--- src/rtl/conv_pim_pkg.sv ---
// Shared definitions for the bit-sliced PIM convolution engine.
//   clogb2      : ceil(log2(v)), never less than 1, for sizing counters and selects
//   NS, N, OUT_W: derived sizes for the default configuration (KSIZE=5, DATA_W=6, SLICE_W=3)
//   state_e     : engine FSM states
package conv_pim_pkg;

  function automatic int unsigned clogb2(input int unsigned v);
    int unsigned r;
    r = 1;
    while ((64'd1 << r) < 64'(v)) begin
      r = r + 1;
    end
    return r;
  endfunction

  localparam int unsigned KSIZE_DEF   = 5;
  localparam int unsigned DATA_W_DEF  = 6;
  localparam int unsigned SLICE_W_DEF = 3;
  localparam int unsigned NS    = DATA_W_DEF / SLICE_W_DEF;
  localparam int unsigned N     = KSIZE_DEF * KSIZE_DEF;
  localparam int unsigned OUT_W = 2 * DATA_W_DEF + $clog2(N);

  typedef enum logic [1:0] {
    StIdle = 2'd0,
    StRun  = 2'd1,
    StDone = 2'd2
  } state_e;

endpackage

--- src/rtl/conv_kxk_sliced_pim_if.sv ---
// Window/kernel/result bus between the window buffer, the engine and the output writer.
//   master: drives k_load, kernel, in_valid, in_data, out_ready
//   slave : the engine; drives in_ready, out_valid, out_data, adc_sat
interface conv_kxk_sliced_pim_if #(
  parameter int unsigned N      = 25,
  parameter int unsigned DATA_W = 6,
  parameter int unsigned OUT_W  = 17
);
  logic                  k_load;
  logic [N*DATA_W-1:0]   kernel;
  logic                  in_valid;
  logic                  in_ready;
  logic [N*DATA_W-1:0]   in_data;
  logic                  out_valid;
  logic                  out_ready;
  logic [OUT_W-1:0]      out_data;
  logic                  adc_sat;

  modport master (
    output k_load, kernel, in_valid, in_data, out_ready,
    input  in_ready, out_valid, out_data, adc_sat
  );

  modport slave (
    input  k_load, kernel, in_valid, in_data, out_ready,
    output in_ready, out_valid, out_data, adc_sat
  );
endinterface

--- src/rtl/pim_slice_mac.sv ---
// One PIM slice-MAC: registered dot product of N SLICE_W-bit input slices with N weight
// slices, clamped to the ADC full scale 2^ADC_P-1.
//   clk_i, rst_i : clock, synchronous active-high reset
//   en_i         : capture a new partial this cycle
//   in_slice_i   : packed input slices, element 0 in LSBs
//   w_slice_i    : packed weight slices, element 0 in LSBs
//   psum_o       : clamped partial (registered)
//   sat_o        : the registered partial was clamped
module pim_slice_mac #(
  parameter int unsigned N       = 25,
  parameter int unsigned SLICE_W = 3,
  parameter int unsigned ADC_P   = 6
) (
  input  logic                 clk_i,
  input  logic                 rst_i,
  input  logic                 en_i,
  input  logic [N*SLICE_W-1:0] in_slice_i,
  input  logic [N*SLICE_W-1:0] w_slice_i,
  output logic [ADC_P-1:0]     psum_o,
  output logic                 sat_o
);
  localparam int unsigned RawW = 2 * SLICE_W + $clog2(N);
  // Compare in a width that holds both the raw sum and the full-scale code.
  localparam int unsigned CmpW = (RawW > ADC_P) ? RawW : ADC_P;
  localparam logic [CmpW-1:0] FullScale = CmpW'((64'd1 << ADC_P) - 64'd1);

  logic [CmpW-1:0]  raw;
  logic [ADC_P-1:0] psum_q;
  logic             sat_q;

  always_comb begin
    raw = '0;
    for (int unsigned e = 0; e < N; e++) begin
      raw = raw + CmpW'(in_slice_i[e*SLICE_W +: SLICE_W]) * CmpW'(w_slice_i[e*SLICE_W +: SLICE_W]);
    end
  end

  always_ff @(posedge clk_i) begin
    if (rst_i) begin
      psum_q <= '0;
      sat_q  <= 1'b0;
    end else if (en_i) begin
      if (raw > FullScale) begin
        psum_q <= ADC_P'(FullScale);
        sat_q  <= 1'b1;
      end else begin
        psum_q <= ADC_P'(raw);
        sat_q  <= 1'b0;
      end
    end
  end

  assign psum_o = psum_q;
  assign sat_o  = sat_q;

endmodule

--- src/rtl/conv_kxk_sliced_pim.sv ---
// Bit-sliced PIM convolution over one KSIZE x KSIZE window. A single slice-MAC is reused for
// every (input-slice, weight-slice) pair; each clamped partial is shifted by its slice
// significance and accumulated. One window per NS*NS+3 cycles.
//   clk_i, rst_i : clock, synchronous active-high reset (aborts any window in flight)
//   bus          : slave side of conv_kxk_sliced_pim_if (kernel load, window in, result out)
module conv_kxk_sliced_pim
  import conv_pim_pkg::*;
#(
  parameter int unsigned KSIZE   = 5,
  parameter int unsigned DATA_W  = 6,
  parameter int unsigned SLICE_W = 3,
  parameter int unsigned ADC_P   = 6
) (
  input  logic                  clk_i,
  input  logic                  rst_i,
  conv_kxk_sliced_pim_if.slave  bus
);
  localparam int unsigned NElem  = KSIZE * KSIZE;
  localparam int unsigned NSlc   = DATA_W / SLICE_W;
  localparam int unsigned Passes = NSlc * NSlc;
  localparam int unsigned OutW   = 2 * DATA_W + $clog2(NElem);
  localparam int unsigned PassW  = clogb2(Passes + 1);
  localparam int unsigned IdxW   = clogb2(NSlc);
  localparam int unsigned ShW    = clogb2(2 * SLICE_W * (NSlc - 1) + 1);

  state_e                    state_q;
  logic [PassW-1:0]          pass_q;
  logic [IdxW-1:0]           isel_q;
  logic [IdxW-1:0]           wsel_q;
  logic [ShW-1:0]            shift_q;
  logic                      acc_en_q;
  logic [OutW-1:0]           acc_q;
  logic                      sat_q;
  logic                      out_valid_q;
  logic [NElem*DATA_W-1:0]   win_q;
  logic [NElem*DATA_W-1:0]   wbank_q;

  logic [NElem*SLICE_W-1:0]  in_slice;
  logic [NElem*SLICE_W-1:0]  w_slice;
  logic                      issue;
  logic [ADC_P-1:0]          mac_psum;
  logic                      mac_sat;

  // Slice-select muxes: pick slice isel of every window element and slice wsel of every weight.
  always_comb begin
    in_slice = '0;
    w_slice  = '0;
    for (int unsigned e = 0; e < NElem; e++) begin
      in_slice[e*SLICE_W +: SLICE_W] = win_q[e*DATA_W + 32'(isel_q)*SLICE_W +: SLICE_W];
      w_slice[e*SLICE_W +: SLICE_W]  = wbank_q[e*DATA_W + 32'(wsel_q)*SLICE_W +: SLICE_W];
    end
  end

  assign issue = (state_q == StRun) && (pass_q < PassW'(Passes));

  pim_slice_mac #(
    .N       (NElem),
    .SLICE_W (SLICE_W),
    .ADC_P   (ADC_P)
  ) u_mac (
    .clk_i      (clk_i),
    .rst_i      (rst_i),
    .en_i       (issue),
    .in_slice_i (in_slice),
    .w_slice_i  (w_slice),
    .psum_o     (mac_psum),
    .sat_o      (mac_sat)
  );

  always_ff @(posedge clk_i) begin
    if (rst_i) begin
      state_q     <= StIdle;
      pass_q      <= '0;
      isel_q      <= '0;
      wsel_q      <= '0;
      shift_q     <= '0;
      acc_en_q    <= 1'b0;
      acc_q       <= '0;
      sat_q       <= 1'b0;
      out_valid_q <= 1'b0;
      win_q       <= '0;
      wbank_q     <= '0;
    end else begin
      // The partial issued this cycle lands in the MAC register; accumulate it next cycle.
      acc_en_q <= issue;
      unique case (state_q)
        StIdle: begin
          if (bus.k_load) begin
            wbank_q <= bus.kernel;
          end else if (bus.in_valid) begin
            win_q   <= bus.in_data;
            acc_q   <= '0;
            sat_q   <= 1'b0;
            pass_q  <= '0;
            isel_q  <= '0;
            wsel_q  <= '0;
            state_q <= StRun;
          end
        end
        StRun: begin
          if (issue) begin
            pass_q  <= pass_q + PassW'(1);
            shift_q <= ShW'(SLICE_W * (32'(isel_q) + 32'(wsel_q)));
            if (isel_q == IdxW'(NSlc - 1)) begin
              isel_q <= '0;
              wsel_q <= wsel_q + IdxW'(1);
            end else begin
              isel_q <= isel_q + IdxW'(1);
            end
          end
          if (acc_en_q) begin
            acc_q <= acc_q + (OutW'(mac_psum) << shift_q);
            sat_q <= sat_q | mac_sat;
          end
          // All passes issued and the final partial is being accumulated now.
          if (pass_q == PassW'(Passes)) begin
            state_q     <= StDone;
            out_valid_q <= 1'b1;
          end
        end
        StDone: begin
          if (bus.out_ready) begin
            state_q     <= StIdle;
            out_valid_q <= 1'b0;
          end
        end
        default: begin
          state_q     <= StIdle;
          out_valid_q <= 1'b0;
        end
      endcase
    end
  end

  assign bus.in_ready  = (state_q == StIdle) && !bus.k_load;
  assign bus.out_valid = out_valid_q;
  assign bus.out_data  = (state_q == StDone) ? acc_q : '0;
  assign bus.adc_sat   = (state_q == StDone) && sat_q;

endmodule

--- src/flat_wrapper.sv ---
// flat-port wrapper written by rule: the top's interface ports become plain ports
module conv_kxk_sliced_pim_flat import conv_pim_pkg::*;
#(
  parameter int unsigned KSIZE   = 5,
  parameter int unsigned DATA_W  = 6,
  parameter int unsigned SLICE_W = 3,
  parameter int unsigned ADC_P   = 6
)
  (clk_i, rst_i, bus_k_load, bus_kernel, bus_in_valid, bus_in_data, bus_out_ready, bus_in_ready, bus_out_valid, bus_out_data, bus_adc_sat);
  conv_kxk_sliced_pim_if #(.N((25)), .DATA_W(DATA_W), .OUT_W((17))) bus_i ();
  input  logic clk_i;
  input  logic rst_i;
  input wire logic [$bits(bus_i.k_load)-1:0] bus_k_load;
  input wire logic [$bits(bus_i.kernel)-1:0] bus_kernel;
  input wire logic [$bits(bus_i.in_valid)-1:0] bus_in_valid;
  input wire logic [$bits(bus_i.in_data)-1:0] bus_in_data;
  input wire logic [$bits(bus_i.out_ready)-1:0] bus_out_ready;
  output wire logic [$bits(bus_i.in_ready)-1:0] bus_in_ready;
  output wire logic [$bits(bus_i.out_valid)-1:0] bus_out_valid;
  output wire logic [$bits(bus_i.out_data)-1:0] bus_out_data;
  output wire logic [$bits(bus_i.adc_sat)-1:0] bus_adc_sat;
  assign bus_i.k_load = bus_k_load;
  assign bus_i.kernel = bus_kernel;
  assign bus_i.in_valid = bus_in_valid;
  assign bus_i.in_data = bus_in_data;
  assign bus_i.out_ready = bus_out_ready;
  assign bus_in_ready = bus_i.in_ready;
  assign bus_out_valid = bus_i.out_valid;
  assign bus_out_data = bus_i.out_data;
  assign bus_adc_sat = bus_i.adc_sat;
  conv_kxk_sliced_pim #(.KSIZE(KSIZE), .DATA_W(DATA_W), .SLICE_W(SLICE_W), .ADC_P(ADC_P)) u_core (.clk_i(clk_i), .rst_i(rst_i), .bus(bus_i));
endmodule
--- config.mk ---
export PLATFORM = sky130hd
export DESIGN_NAME = conv_kxk_sliced_pim_flat
export DESIGN_NICKNAME = d
export VERILOG_FILES = /design/src/rtl/conv_pim_pkg.sv /design/src/rtl/conv_kxk_sliced_pim_if.sv /design/src/rtl/pim_slice_mac.sv /design/src/rtl/conv_kxk_sliced_pim.sv /design/src/flat_wrapper.sv
export SDC_FILE = /design/constraint.sdc
export NUM_CORES = 1
export LEC_CHECK = 0
export BUFFER_PORTS_ARGS = -buffer_cell sky130_fd_sc_hd__buf_4
export CAP_MARGIN = 20
export CORE_ASPECT_RATIO = 1.4
export CORE_MARGIN = 4
export CORE_UTILIZATION = 53
export CTS_CLUSTER_SIZE = 12
export DETAILED_ROUTE_END_ITERATION = 10
export GPL_TIMING_DRIVEN = 0
export PLACE_DENSITY = 0.78
export SYNTH_ARGS = -nofsm -noshare
export SYNTH_HDL_FRONTEND = slang
export SYNTH_HIERARCHICAL = 1
export SYNTH_SLANG_ARGS = --single-unit
--- constraint.sdc ---
create_clock -name clk_i -period 8.15 [get_ports clk_i]
set_input_delay 0.4075 -clock clk_i [delete_from_list [all_inputs] [get_ports clk_i]]
set_output_delay 0.4075 -clock clk_i [all_outputs]
set_load 0.005 [all_outputs]
==> results of run 1 <==
==> per-stage QoR <==
| step | setup TNS, ps | utilization | area (µm²) | instances | worst slack, ps |
|---|---|---|---|---|---|
| floorplan | 0 | - | 22740 | 2642 | 21.25 |
| global placement | -7301 | 0.6110 | 25860 | 3512 | -1049 |
| detailed placement | -8003 | 0.6117 | 25890 | 3514 | -1160 |
| CTS | 0 | 0.6434 | 27230 | 3574 | 8.273 |
| global route | -95.40 | 0.6566 | 27780 | 3595 | -32.99 |
| finish | 0 | 0.6566 | 27780 | 3595 | 204.5 |
==> cell families (layout without fill, tap and decap cells) <==
group | Yosys count | after routing | synth area share
multiplexers | 163 | 163 | 0.08046
AO/OA/AOI/OAI | 391 | 391 | 0.09438
XOR/XNOR | 16 | 16 | 0.006163
AND/OR/NAND/NOR | 959 | 959 | 0.1847
buffers and inverters | 418 | 825 | 0.07154
flip-flops | 337 | 337 | 0.2967
adder cells (fa/ha/maj) | 358 | 358 | 0.2660
==> Yosys cell counts, types with 8 or more instances <==
library cell,instances
nand2_1,677
dfxtp_1,337
a21oi_1,325
inv_1,287
fa_1,209
and2_1,194
mux2_2,154
ha_1,149
clkbuf_1,87
nor2_1,43
buf_2,34
o21ai_0,13
xnor2_1,10
buf_1,8
mux2i_1,8
nand3_1,8
==> layout make-up <==
| type | instances | area [µm²] |
|---|---|---|
| Multi-Input combinational cell | 1887 | 14620 |
| Fill cell | 3404 | 14530 |
| Sequential cell | 337 | 6754 |
| Timing Repair Buffer | 357 | 2819 |
| Inverter | 287 | 1077 |
| Clock buffer | 47 | 1013 |
| Buffer | 129 | 743.2 |
| Tap cell | 546 | 683.2 |
| Clock inverter | 5 | 78.83 |
==> per-layer routing <==
metal	track usage	part of all wire
met2	0.5024	0.54
met1	0.2968	0.38
met5	0	0
met3	0.03104	0.038
met4	0.1220	0.049
==> flip-flops by register name (all words and copies together), names as in the netlist <==
register,count
u_core/acc_en_q,1
u_core/acc_q,17
u_core/bus.out_valid,1
u_core/isel_q,1
u_core/pass_q,3
u_core/sat_q,1
u_core/shift_q,3
u_core/state_q,2
u_core/u_mac/psum_o,6
u_core/u_mac/sat_o,1
u_core/wbank_q,150
u_core/win_q,150
u_core/wsel_q,1
==> power groups by stage <==
stage          combinational [µW]  clock (µW)  sequential, µW
6_report                      775        1560            1790
5_1_grt                       870        1660            1790
4_1_cts                       742        1590            1780
3_5_place_dp                  726           0            1820
3_3_place_gp                  703           0            1810
2_1_floorplan                 445           0            1800
==> what timing repair did <==
item	in CTS	in global routing
hold buffers	0	0
setup endpoints to repair	7	7
buffers inserted	10	21
gates resized for setup	57	122
pin swaps	8	59
==> how the worst max path moves through the flow <==
stage	start	endpoint
floorplan	u_core/isel_q$_SDFFE_PP0P_	u_core/u_mac/psum_o[5]$_SDFFE_PP0P_
global placement	u_core/isel_q$_SDFFE_PP0P_	u_core/u_mac/psum_o[0]$_SDFFE_PP0P_
detailed placement	u_core/isel_q$_SDFFE_PP0P_	u_core/u_mac/psum_o[5]$_SDFFE_PP0P_
CTS	u_core/wsel_q$_SDFFE_PP0P_	u_core/u_mac/psum_o[4]$_SDFFE_PP0P_
global route	u_core/wsel_q$_SDFFE_PP0P_	u_core/u_mac/psum_o[3]$_SDFFE_PP0P_
finish	u_core/wsel_q$_SDFFE_PP0P_	u_core/u_mac/psum_o[4]$_SDFFE_PP0P_
==> worst min-delay path, delay by kind of cell <==
kind | cells | cell delay, ps
buf+inv | 1 | 110
compound gates | 1 | 50
simple gates | 1 | 40
==> run metrics, run 1 <==
Power Total=4119 µW; final wirelength=between 60,000 and 70,000 µm; number of core rows=89; commonest non-fill, non-tap cell in the layout=nand2_1; Die ar.=46,320 µm²; I/O Buffers=324; vias in the first global route=19,760; largest net degree at the start of global routing=13; clk root buf=clkbuf_16; Peak VDD IR=0.0001075 V; final worst path period share=0.9749; Post-Syn Area=22,740 µm²; clock share of power=0.378; CP arrival=around 8300 ps; All-Layer GR Usage=0.2663; Primary FF master, synth=dfxtp_1; Detailed Place HPWL=around 51,000 µm; Worst R2R Path Depth=26; initial DRC count=~960; R2R Path End=u_core/u_mac/psum_o[4]$_SDFFE_PP0P_; commonest cells after routing, fill and taps aside=674 x nand2_1, 345 x buf_4, 335 x dfxtp_1, 325 x a21oi_1, 274 x inv_1; Internal=slightly above 3000 µW; critical path's largest stage delay=600 ps; Mapped Nets=3,305; Worst-path clk slew=60 ps; cell taking the most area after synthesis=dfxtp_1; H-tree depth=2; cells after synthesis=2,642; Top Ports=roughly 330; die width=183.0 µm; CP Launch Type=flop; clock skew=11.47 ps; Initial Util=0.5373; Yosys reg bits=between 300 and 400; number of diodes=0; routed len/inst=17.59 µm; critical path fanouts, max=7; pwr dens=148.3 nW/µm²; clk_lat worst skew=around 520 ps; # nets final=3,698; maxcap violations=0; Pre-antenna DRT Iters=5; library cells used by synthesis=58; Comb power frac=0.188; Sw Ratio=0.2667; outcome=completed; routability cong.=a little under 0.9; Setup violations, final=0; Critical Path RT=8520 ps; Die Ht=about 250 µm; P_leak=around 0.013 µW; Via-to-Cell Ratio=5.246; synth top area cells=dfxtp_1 30%, fa_1 18%, nand2_1 11%; max-slew violations=0; Avg Inst Size Synth=8.605 µm²; relative slew slack=0.2748; Worst setup EP type=flop; Routed Antenna Nets=0; Vias=18,860; share of the synthesized area in the top cell type=0.2967; crit path kind=flop to flop; total grt overflow=0; FMAX=0.1259 GHz; core area=42,320 µm²; residual DRC count=0; critical path's top delay family=adder cells; P&R area growth vs syn=22.21%; yosys warns=6; origin of the critical flop-to-flop path=u_core/wsel_q$_SDFFE_PP0P_; clock tree buffer depth=3; Sink Count=337; asr flop ratio synth=0; antenna violations before repair=0; Post-synth EDFFs=0; Num CTS Buffers=36; Sequential Power Share=0.433; Final min period=roughly 7900 ps; worst hold endpoint=u_core/wbank_q[28]$_SDFFE_PP0P_; CTS tree=built; Final Hold Viols=0; share of cells above drive strength 1=0.2273; min-delay src=bus_kernel[28]; HP Class=input pin to flop; worst hold slack=roughly 130 ps; first-pass GRT wire length=98,530 µm; Worst Tran Pin Value=1088 ps; Seq/Total Area, Yosys=0.2967; Crit path depth=26; WHS Path Cells=3; CP bufs+invs=8; CP max-delay cell=fa_2; Sw Pwr=1099 µW; R2R setup slack=200 ps
Note: power is estimated with default switching activity, not from simulation.
==> run 2: changes to the inputs <==
- CORE_UTILIZATION: 53 -> 50
- PLACE_DENSITY: 0.78 -> 0.74
==> run metrics, run 2 (same netlist as run 1, synthesis figures left out) <==
outcome=completed; vias in the first global route=19,870 (+0.55%); CP bufs+invs=7 (-1); Vias=18,680 (-0.94%); met2 wire length=33,550 µm (-1.3%); Routed Antenna Nets=0 (unchanged); clk_lat worst skew=530 ps (about the same); I/O Buffers=324 (unchanged); Sink Count=337 (unchanged); total grt overflow=0 (unchanged); core area=45,010 µm² (+6.4%); max-slew violations=0 (unchanged); CTS tree=built; Comb power frac=0.191 (+0.003); die width=188.2 µm (+2.8%); routability cong.=0.8566 (-3.8%); Die ar.=49,000 µm² (+5.8%); origin of the critical flop-to-flop path=u_core/wsel_q$_SDFFE_PP0P_; Hold Buf Count CTS=0 (unchanged); met3 WL=2846 µm (+19%); number of diodes=0 (unchanged); Final Worst Setup Slack=217.6 ps (+13.13 ps); commonest non-fill, non-tap cell in the layout=nand2_1; Max Used Layer=met4; clk root buf=clkbuf_16; first-pass GRT wire length=98,330 µm (-0.21%); P&R area growth vs syn=21.25%; Worst-path clk slew=60 ps (about the same); All-Layer GR Usage=0.2515 (-0.01481); Num CTS Buffers=35 (-2.8%); clock share of power=0.368 (-0.010); crit path from=u_core/wsel_q$_SDFFE_PP0P_; P_leak=0.01255 µW (-0.73%); FF+latch area=6754 µm² (unchanged); Place WS=-1132 ps (+28.14 ps); Sw Pwr=1092 µW (-0.57%); largest net degree at the start of global routing=13 (unchanged); critical path's top delay family=adder cells; CP arrival=8300 ps (-20 ps); critical path fanouts, max=7 (unchanged); worst hold slack=130.6 ps (-2.130 ps); clock tree buffer depth=3 (unchanged); Via-to-Cell Ratio=5.128 (-2.2%); Internal=2953 µW (-2.3%); antenna violations before repair=0 (unchanged); clock skew=21.27 ps (+9.804 ps); Detailed Place HPWL=51,210 µm (+0.90%); commonest cells after routing, fill and taps aside=677 x nand2_1, 338 x buf_4, 335 x dfxtp_1, 325 x a21oi_1, 273 x inv_1; cell mode on critical path=fa_2; HP Class=input pin to flop; min-delay src=bus_kernel[39]; number of core rows=92 (+3.4%); FMAX=0.1261 GHz (+0.17%); CP max-delay cell=fa_2; fill cell count=3,937 (+16%); residual DRC count=0 (unchanged); Final min period=7932 ps (-13.13 ps); Top Ports=325 (unchanged); critical path's largest stage delay=570 ps (-30 ps); Worst Tran Pin Value=1043 ps (-44.42 ps); Die Ht=260.3 µm (+2.9%); Peak VDD IR=0.0001167 V (+8.6%); Critical Path RT=8520 ps (about the same); H-tree depth=2 (unchanged); wl on met1=23,750 µm (about the same); Sequential Power Share=0.441 (+0.008); Final Hold Viols=0 (unchanged); Initial Util=0.5051 (-0.03214); maxcap violations=0 (unchanged); setup tns final=0 ps (unchanged); share of cells above drive strength 1=0.2157 (-0.01159); final wirelength=63,180 µm (about the same); crit path kind=flop to flop; relative slew slack=0.2956 (+0.02079); initial DRC count=871 (-9.6%); final worst path period share=0.9733 (-0.001611); Multi-input gate area=14,570 µm² (-0.34%); Sw Ratio=0.2700 (+0.003342); pwr dens=146.7 nW/µm² (-1.0%); routed len/inst=17.34 µm (-1.4%); Pre-antenna DRT Iters=6 (+1); biggest regs=u_core/wbank_q: 150 flops, u_core/win_q: 150 flops, u_core/acc_q: 17 flops; Worst setup EP type=flop; # nets final=3,683 (-0.41%); Setup violations, final=0 (unchanged); CP Launch Type=flop
==> run 2: routing by layer <==
| layer | vias up | track usage |
|---|---|---|
| li1 | 9135 | - |
| met1 | 8927 | 0.2756 |
| met2 | 480 | 0.4895 |
| met3 | 138 | 0.03064 |
| met4 | 0 | 0.09812 |
| met5 | - | 0 |
==> run 2: worst paths after layout <==
path	slack [ps]	depth (start not counted)	end
min reg2reg	450	2	u_core/wbank_q[104]$_SDFFE_PP0P_
min	130	3	u_core/wbank_q[39]$_SDFFE_PP0P_
max	220	26	u_core/u_mac/psum_o[1]$_SDFFE_PP0P_
max reg2reg	220	26	u_core/u_mac/psum_o[1]$_SDFFE_PP0P_
==> run 2: power groups by stage <==
| stage | sequential [µW] | combinational [µW] | clock, µW |
|---|---|---|---|
| 2_1_floorplan | 1800 | 445 | 0 |
| 6_report | 1780 | 773 | 1490 |
| 4_1_cts | 1780 | 742 | 1510 |
| 5_1_grt | 1790 | 863 | 1580 |
| 3_3_place_gp | 1810 | 706 | 0 |
| 3_5_place_dp | 1820 | 731 | 0 |
==> run 2: per-stage QoR <==
step           utilization  instances  total power [µW]  cell area [µm²]
2_1_floorplan            -       2642              2245            22740
3_3_place_gp        0.5763       3577              2518            25940
3_5_place_dp        0.5769       3579              2547            25970
4_1_cts             0.6039       3632              4035            27180
5_1_grt             0.6125       3643              4233            27570
6_report            0.6125       3643              4045            27570
==> run 2: timing repair <==
item                       4_1_cts  5_1_grt
buffers inserted                 6       12
pin swaps                        6       42
setup endpoints to repair        7        7
resized for setup               55      104
==> run 2: tightest hold or removal path, stage by stage <==
cell	delay, ps
buf_4	110
nand2_1	40
a21oi_1	50
==> run 2: area by class of cell <==
type,instances,share of cell area
sequential,337,0.2450
inverter,287,0.03908
timing repair buffer,343,0.09559
tap,611,0.02773
multi-input combinational,1887,0.5284
buffer,129,0.02719
clock inverter,4,0.001634
clock buffer,45,0.03540
==> run 3: changes to the inputs <==
- MAX_ROUTING_LAYER: not set -> met4
- PLACE_DENSITY: 0.74 -> not set
- PLACE_DENSITY_LB_ADDON: not set -> 0.1
==> run metrics, run 3 (same netlist as run 1, synthesis figures left out) <==
H-tree depth=2 (unchanged); worst hold slack=134.6 ps (+4.036 ps); Worst-path clk slew=60 ps (about the same); vias in the first global route=19,310 (-2.8%); critical path fanouts, max=7 (unchanged); P&R area growth vs syn=21.80%; I/O Buffers=324 (unchanged); placed cell areas=26,040 µm² (+0.28%); Final Util=0.6153 (+0.002780); met3 Use GR=0.02569 (-0.004950); number of diodes=0 (unchanged); met2 usage=0.4973 (+0.007831); Initial Util=0.5051 (unchanged); total grt overflow=0 (unchanged); Detailed Place HPWL=51,880 µm (+1.3%); antenna violations before repair=0 (unchanged); placed cell count=3,583 (+0.11%); CP Launch Type=flop; Num CTS Buffers=35 (unchanged); residual DRC count=0 (unchanged); Final min period=7986 ps (+53.97 ps); All-Layer GR Usage=0.2613 (+0.009797); CP max-delay cell=fa_2; final wirelength=63,950 µm (+1.2%); final worst path period share=0.9799 (+0.006622); met1 Usage GRT=0.2827 (+0.007157); clock skew=9.126 ps (-12.15 ps); Top Ports=325 (unchanged); Top Usage Layer GRT=met2; die width=188.2 µm (unchanged); clk root buf=clkbuf_16; Via-to-Cell Ratio=5.072 (-1.1%); critical path's largest stage delay=570 ps (about the same); pwr dens=146.8 nW/µm² (about the same); critical path's top delay family=adder cells; routed len/inst=17.52 µm (+1.0%); Die Ht=260.3 µm (unchanged); commonest non-fill, non-tap cell in the layout=nand2_1; Sink Count=337 (unchanged); clk_lat worst skew=520 ps (about the same); Layout Cells excl Fill=3,650 (+0.19%); number of core rows=92 (unchanged); FMAX=0.1252 GHz (-0.68%); outcome=completed; Critical Path RT=8540 ps (+20 ps); commonest cells after routing, fill and taps aside=677 x nand2_1, 338 x buf_4, 335 x dfxtp_1, 325 x a21oi_1, 277 x inv_1; HP Class=input pin to flop; CP bufs+invs=9 (+2); Die ar.=49,000 µm² (unchanged); largest net degree at the start of global routing=13 (unchanged); CTS tree=built; routability cong.=0.8810 (+2.8%); max-slew violations=0 (unchanged); relative slew slack=0.2706 (-0.02497); initial DRC count=620 (-29%); clock tree buffer depth=3 (unchanged); Setup violations, final=0 (unchanged); CP arrival=8380 ps (+80 ps); maxcap violations=0 (unchanged); core area=45,010 µm² (unchanged); P_leak=0.01260 µW (+0.37%); share of cells above drive strength 1=0.2165 (+0.0008194); Worst Tran Pin Value=1094 ps (+50.70 ps); Final Instance Area=27,690 µm² (+0.45%); Final Hold Viols=0 (unchanged); # nets final=3,689 (+0.16%); biggest regs=u_core/wbank_q: 150 flops, u_core/win_q: 150 flops, u_core/acc_q: 17 flops; first-pass GRT wire length=98,680 µm (+0.36%); Worst setup EP type=flop; Peak VDD IR=0.0001476 V (+26%); Pre-antenna DRT Iters=5 (-1); Routed Antenna Nets=0 (unchanged); setup tns final=0 ps (unchanged); crit path kind=flop to flop; Hold Buf Count CTS=0 (unchanged); Vias=18,510 (-0.90%)
==> run 3: cell count changes in the layout (fill, tap and decap cells not counted), sizes merged <==
cell / previous run / this run
clkbuf: 123 / 127
buf: 394 / 399
clkinv: 3 / 0
clkinvlp: 0 / 1
==> run 3: repair_timing <==
action	4_1_cts	5_1_grt
endpoints found under the setup margin	7	7
buffers inserted	7	13
resized for setup	61	93
pin swaps	9	43
gates cloned	0	1
endpoints found under the hold margin	0	0
==> run 3: worst paths after layout <==
kind,slack [ps],cells after the start,to,start
worst max register to register,160,28,u_core/u_mac/psum_o[1]$_SDFFE_PP0P_,u_core/wsel_q$_SDFFE_PP0P_
worst max-delay path,160,28,u_core/u_mac/psum_o[1]$_SDFFE_PP0P_,u_core/wsel_q$_SDFFE_PP0P_
worst min-delay path,130,3,u_core/wbank_q[83]$_SDFFE_PP0P_,bus_kernel[83]
worst min register to register,450,2,u_core/wbank_q[60]$_SDFFE_PP0P_,u_core/wbank_q[60]$_SDFFE_PP0P_
==> run 3: worst reg2reg max path, delay by kind of cell, from the launching register on <==
kind            cells  cell delay [ps]
buf+inv             9              910
flops               1              420
compound gates      4              500
mux                 1              330
fa+ha+maj          12             5430
simple gates        2              280
==> run 3: metrics by stage <==
step,setup slack (ps),total power [µW]
after floorplan,21.25,2245
after global placement,-1188,2528
after detailed placement,-1266,2555
after CTS,8.082,4074
after global routing,-32.42,4257
final,163.7,4065
==> run 3: layout make-up <==
cell class | count | area [µm²]
well taps | 611 | 764.5
inverters | 287 | 1077
plain buffers | 129 | 763.2
repair buffers | 349 | 2731
fillers | 4019 | 17320
clock inverters | 2 | 37.54
clock buffers | 48 | 997.2
flip-flops and latches | 337 | 6754
multi-input cells | 1887 | 14570
==> run 3: layer usage <==
| layer | share of wire | wire, µm |
|---|---|---|
| met4 | 0.039 | 2507 |
| met1 | 0.38 | 24340 |
| met2 | 0.55 | 34880 |
| met3 | 0.035 | 2217 |
| met5 | 0 | 0 |
==> run 3: power breakdown <==
part	switching, µW	total [µW]	internal, µW	leakage [µW]
combinational	421	779	358	0.00934
clock	627	1500	875	0.000501
sequential	48.3	1780	1740	0.00276
total	1100	4060	2970	0.0126
